## config.mk

```make
export PLATFORM = sky130hd
export DESIGN_NAME = control
export DESIGN_NICKNAME = d
export VERILOG_FILES = /design/src/rtl/control.sv
export SDC_FILE = /design/constraint.sdc
export NUM_CORES = 1
export LEC_CHECK = 0
export ABC_AREA = 1
export ABC_CLOCK_PERIOD_IN_PS = 1600
export CORE_UTILIZATION = 46
export DETAILED_ROUTE_END_ITERATION = 7
export PLACE_DENSITY = 0.85
export SYNTH_ARGS = -nofsm -noshare
export SYNTH_HDL_FRONTEND = slang
export SYNTH_SLANG_ARGS = --single-unit
```

## constraint.sdc

```tcl
create_clock -name clk -period 1.6 [get_ports clk]
set_input_delay 0.24 -clock clk [delete_from_list [all_inputs] [get_ports clk]]
set_output_delay 0.24 -clock clk [all_outputs]
set_load 0.02 [all_outputs]
```

## src/rtl/control.sv

```systemverilog
// control: Moore control FSM for the LC-3b multicycle core (fetch, decode, execute).
// Optional feature macro: CONTROL_LEA_EN adds the S_LEA state; without it LEA decodes as unsupported.
module control (
  input  logic       clk,
  input  logic       reset,
  input  logic [3:0] opcode,
  input  logic       branch_enable,
  input  logic       mem_resp,
  output logic       load_pc,
  output logic       load_ir,
  output logic       load_regfile,
  output logic       load_mar,
  output logic       load_mdr,
  output logic       load_cc,
  output logic       pcmux_sel,
  output logic       storemux_sel,
  output logic       alumux_sel,
  output logic       marmux_sel,
  output logic       mdrmux_sel,
  output logic [1:0] regfilemux_sel,
  output logic [2:0] aluop,
  output logic       mem_read,
  output logic       mem_write,
  output logic [1:0] mem_byte_enable
);

  localparam logic [3:0] OP_BR  = 4'b0000;
  localparam logic [3:0] OP_ADD = 4'b0001;
  localparam logic [3:0] OP_AND = 4'b0101;
  localparam logic [3:0] OP_LDR = 4'b0110;
  localparam logic [3:0] OP_STR = 4'b0111;
  localparam logic [3:0] OP_NOT = 4'b1001;
`ifdef CONTROL_LEA_EN
  localparam logic [3:0] OP_LEA = 4'b1110;
`endif

  localparam logic [2:0] ALU_ADD  = 3'd0;
  localparam logic [2:0] ALU_AND  = 3'd1;
  localparam logic [2:0] ALU_NOT  = 3'd2;
  localparam logic [2:0] ALU_PASS = 3'd3;

  typedef enum logic [3:0] {
    FETCH1, FETCH2, FETCH3, DECODE,
    S_ADD, S_AND, S_NOT,
    BR, BR_TAKEN,
    CALC_ADDR, LDR1, LDR2, STR1, STR2
`ifdef CONTROL_LEA_EN
    , S_LEA
`endif
  } state_e;

  typedef struct packed {
    logic       load_pc;
    logic       load_ir;
    logic       load_regfile;
    logic       load_mar;
    logic       load_mdr;
    logic       load_cc;
    logic       pcmux_sel;
    logic       storemux_sel;
    logic       alumux_sel;
    logic       marmux_sel;
    logic       mdrmux_sel;
    logic [1:0] regfilemux_sel;
    logic [2:0] aluop;
    logic       mem_read;
    logic       mem_write;
    logic [1:0] mem_byte_enable;
  } ctrl_t;

  state_e state_q, state_d;
  ctrl_t  ctrl_q;

  // Moore output decode; registered against the next state so outputs track state_q exactly.
  function automatic ctrl_t decode_state(input state_e s);
    ctrl_t c;
    c                 = '0;
    c.aluop           = ALU_ADD;
    c.mem_byte_enable = 2'b11;
    case (s)
      FETCH1:    begin c.load_mar = 1'b1; c.marmux_sel = 1'b1; end
      FETCH2:    begin c.mem_read = 1'b1; c.mdrmux_sel = 1'b1; c.load_mdr = 1'b1; end
      FETCH3:    begin c.load_ir = 1'b1; c.load_pc = 1'b1; end
      S_ADD:     begin c.aluop = ALU_ADD; c.load_regfile = 1'b1; c.load_cc = 1'b1; end
      S_AND:     begin c.aluop = ALU_AND; c.load_regfile = 1'b1; c.load_cc = 1'b1; end
      S_NOT:     begin c.aluop = ALU_NOT; c.load_regfile = 1'b1; c.load_cc = 1'b1; end
      BR_TAKEN:  begin c.pcmux_sel = 1'b1; c.load_pc = 1'b1; end
      CALC_ADDR: begin c.alumux_sel = 1'b1; c.load_mar = 1'b1; end
      LDR1:      begin c.mem_read = 1'b1; c.mdrmux_sel = 1'b1; c.load_mdr = 1'b1; end
      LDR2:      begin c.regfilemux_sel = 2'd1; c.load_regfile = 1'b1; c.load_cc = 1'b1; end
      STR1:      begin c.storemux_sel = 1'b1; c.aluop = ALU_PASS; c.load_mdr = 1'b1; end
      STR2:      begin c.mem_write = 1'b1; end
`ifdef CONTROL_LEA_EN
      S_LEA:     begin c.regfilemux_sel = 2'd2; c.load_regfile = 1'b1; c.load_cc = 1'b1; end
`endif
      default:   begin c.load_pc = 1'b0; end
    endcase
    return c;
  endfunction

  // Next-state logic.
  always_comb begin
    state_d = state_q;
    case (state_q)
      FETCH1: state_d = FETCH2;
      FETCH2: begin
        if (mem_resp) state_d = FETCH3;
        else          state_d = FETCH2;
      end
      FETCH3: state_d = DECODE;
      DECODE: begin
        case (opcode)
          OP_ADD:  state_d = S_ADD;
          OP_AND:  state_d = S_AND;
          OP_NOT:  state_d = S_NOT;
          OP_BR:   state_d = BR;
          OP_LDR:  state_d = CALC_ADDR;
          OP_STR:  state_d = CALC_ADDR;
`ifdef CONTROL_LEA_EN
          OP_LEA:  state_d = S_LEA;
`endif
          default: state_d = FETCH1;
        endcase
      end
      BR: begin
        if (branch_enable) state_d = BR_TAKEN;
        else               state_d = FETCH1;
      end
      CALC_ADDR: begin
        if (opcode == OP_LDR) state_d = LDR1;
        else                  state_d = STR1;
      end
      LDR1: begin
        if (mem_resp) state_d = LDR2;
        else          state_d = LDR1;
      end
      STR1: state_d = STR2;
      STR2: begin
        if (mem_resp) state_d = FETCH1;
        else          state_d = STR2;
      end
      default: state_d = FETCH1;
    endcase
  end

  // State and output registers; reset lands in FETCH1 and drops memory strobes immediately.
  always_ff @(posedge clk or posedge reset) begin
    if (reset) begin
      state_q <= FETCH1;
      ctrl_q  <= decode_state(FETCH1);
    end else begin
      state_q <= state_d;
      ctrl_q  <= decode_state(state_d);
    end
  end

  assign load_pc         = ctrl_q.load_pc;
  assign load_ir         = ctrl_q.load_ir;
  assign load_regfile    = ctrl_q.load_regfile;
  assign load_mar        = ctrl_q.load_mar;
  assign load_mdr        = ctrl_q.load_mdr;
  assign load_cc         = ctrl_q.load_cc;
  assign pcmux_sel       = ctrl_q.pcmux_sel;
  assign storemux_sel    = ctrl_q.storemux_sel;
  assign alumux_sel      = ctrl_q.alumux_sel;
  assign marmux_sel      = ctrl_q.marmux_sel;
  assign mdrmux_sel      = ctrl_q.mdrmux_sel;
  assign regfilemux_sel  = ctrl_q.regfilemux_sel;
  assign aluop           = ctrl_q.aluop;
  assign mem_read        = ctrl_q.mem_read;
  assign mem_write       = ctrl_q.mem_write;
  assign mem_byte_enable = ctrl_q.mem_byte_enable;

endmodule

```

==> results.md <==
Outcome:
- The run finished with clean final reports.

CTS:
- TritonCTS built the clock tree.
- No sink is reached through more buffers than the 2 on the longest clock path.
- The number of hold buffers added after CTS was 0.
- The clock sink count is 18.
- In this run the number of H-tree levels came out at 1.
- The clock reaches the later pin of the worst-skew pair after 290 ps.
- Clock tree synthesis inserted a total of 3 buffers.
- The clock-pin slew of the registers on the worst-case setup and hold paths is 100 ps.
- In this run the clock root is driven by a clkbuf_4.

Detailed routing:
- The first detailed-routing pass took 4 iterations.
- The first routing iteration left 12 violations.
- The remaining design rule violation count is 0.
- The ratio of routed vias to standard cells is 4.75.
- The detailed-route via count is 884.
- The final layout contains routed wiring with a total length of 2.02 mm.
- The post-route antenna net violation count is 0.
- In the final routed layout, each cell accounts on average for 10.9 um.

Worst setup path:
- The kind of critical path is flip-flop to output pin.
- The dominant delay contributor by cell family on the critical path is buffers and inverters.
- The slowest stage of the critical path belongs to the cell clkdlybuf4s50_1.
- Walking the worst path, the cells encountered are clkdlybuf4s50_1.
- The element type at the critical path end is an output pin.
- The critical path's largest stage delay is 610 ps.
- STA puts the critical path data arrival time at 1290 ps.
- Together, buffers and inverters on the worst path number 1.
- The data required time of the worst path is 1360 ps.
- The worst setup path is launched from a flip-flop.
- In this run the worst path has a maximum fanout of 2.

Timing:
- The final number of hold-violating endpoints is 0.
- In the finished design, the share of the clock period the worst path needs comes to 0.959.
- In the post-route analysis, the smallest setup slack over all paths is 66.2 ps.
- Setup violations remaining at the end of the flow were counted as 0.
- The number of max-slew violations in the final report is 0.
- After routing, the total negative slack on setup checks comes to 0 ps.
- Hold is met by 255 ps.
- On the final layout, the worst clock skew is 6.76 ps.
- Setup repair after global routing left no endpoint under its margin.
- Timing would allow up to 0.652 GHz.
- The worst path in the final design needs a cycle of 1530 ps, including I/O delays and setup.

Power:
- Of the total power, registers draw 0.336.
- The design draws 2.00 mW.
- In this run the power density over the cells is 1520 mW/mm2.
- Of the total power, combinational logic draws 0.527.
- The internal power of the cells totals 1.17 mW.
- Summed over all cells, the static leakage comes to 0.730 nW.
- Of the total power, the share spent switching nets is 0.416.
- The switching power is 0.830 mW.
- VDD sags by at most 678 uV.
- The fraction of power consumed by the clock network is 0.138.

Global route:
- The first global-routing pass estimated 3.59 mm of wire.
- Entering global routing, the biggest net connects 19 pins.
- The number of antenna violations at the first check in global routing is 0.
- The global-route congestion overflow total is 0.
- The via count of the first global-routing pass is 870.
- The overall fraction of global-route tracks in use is 0.199.

Die:
- The number of rows in the core area is 16.
- The die is 48.5 um tall.
- From left edge to right edge, the die measures 48.5 um.
- For this design the top-level I/O count stands at 28.
- After floorplanning, the core was sized to cover 0.00200 mm2.
- The die covers 0.00236 mm2.
- For this configuration, the core starts out at a cell density of 0.497.

Worst hold path:
- The tightest min-delay check is of the input pin to asynchronous set/reset pin type.

Finish:
- The area growth from synthesis to layout is 32.2%.
- The most frequent standard cell in the layout excluding fill and tap cells is nand2_1.
- The antenna diode count is 0.
- In the final layout, the share of cells above drive strength 1 is 0.264.
- In the layout the commonest cells are 30 x nand2_1, 21 x clkdlybuf4s50_1, 17 x inv_1.
- The flip-flop count of the largest register after layout is 4.
- The register name with the most flops is state_q.
- In the final design database the tool counted 168 nets.
- With fillers left out, the area of the finished cells amounts to 0.00132 mm2.

Place:
- Prior to clock tree synthesis, the placed netlist has a worst setup slack of -82.3 ps.
- The number of input and output port buffers inserted is 23.
- The placed instances occupy a cell area of 0.00127 mm2.
- The placer's final routability congestion estimate is 0.973.
- The total half-perimeter wirelength after legalization and detailed placement is 1.61 mm.

Synthesis:
- The average instance area after synthesis is 7.78 um2.
- The largest area contributor in the synthesized netlist is dfrtp_1.
- The mapped netlist covers 996 um2.
- Synthesis instantiated 18 different standard cells from the library.
- In the post-synthesis netlist, the biggest area contributors are dfrtp_1 40%, nand2_1 11%, inv_1 6.4%.
- The number of register bits inferred by synthesis is 18.
- For this run, the register share of the synthesized area comes to 0.455.
- The cell count after synthesis is 128.
- For this run, the number of Yosys warnings is 0.
- The area fraction of the dominant cell type after synthesis is 0.402.

Run:
- The max-cap violation count is 0.
[worst paths after layout]
check	from	to	slack [ps]	cells after the start
setup reg to reg	state_q[0]	load_mar	140	10
min in group clk	branch_enable	pcmux_sel	530	3
max in group asynchronous	reset	load_mar	1090	3
hold reg to reg	state_q[1]	pcmux_sel	650	2
setup / recovery	load_cc	load_cc	70	1
hold / removal	reset	mem_read	250	3
[synthesized netlist by cell type]
master,instances
inv_1,17
nor2_1,13
nand3_1,9
nor3_2,1
nand2_1,30
nor2_4,2
nand4_1,2
a21oi_1,1
conb_1,2
o21ai_0,1
buf_4,6
nand2_2,7
inv_2,4
clkinv_1,1
dfstp_2,2
nand3_2,4
dfrtp_1,16
nor2_2,10
[repair_timing]
item / in CTS / in global routing
setup endpoints to repair: 2 / 2
resized for setup: 2 / 0
setup buffers: 0 / 1
[cell type report]
| cell class | instances | area (um2) |
|---|---|---|
| Sequential cell | 18 | 453 |
| Tap cell | 27 | 33.8 |
| Timing Repair Buffer | 31 | 288 |
| Inverter | 22 | 82.6 |
| Multi-Input combinational cell | 84 | 423 |
| Clock buffer | 4 | 36.3 |
| Fill cell | 178 | 686 |
[routing by layer]
layer,GRT usage,wire [um]
met1,0.255,868
met3,0.0283,86
met2,0.322,1020
met4,0.113,41
met5,0,0
[through the flow]
step	instances	utilization
after floorplan	130	-
after global placement	181	0.637
after detailed placement	181	0.637
after CTS	185	0.654
after global routing	186	0.658
final	186	0.658
[kinds of logic (layout without fill, tap and decap cells)]
| group | count (synthesis) | after routing | synth area share |
|---|---|---|---|
| simple gates | 78 | 78 | 0.399 |
| buf+inv | 28 | 57 | 0.128 |
| flops | 18 | 18 | 0.455 |
| other cells | 2 | 4 | 0.00754 |
| compound gates | 2 | 2 | 0.0100 |
[power by group through the flow]
stage | clock, mW | combinational, mW | sequential, mW
after floorplan | 0 | 0.566 | 0.780
after CTS | 0.284 | 1.03 | 0.672
after detailed placement | 0 | 1.04 | 0.683
after global placement | 0 | 1.02 | 0.674
after global routing | 0.307 | 1.16 | 0.684
final | 0.275 | 1.05 | 0.671
No activity file was read; power rests on OpenSTA's default activity.
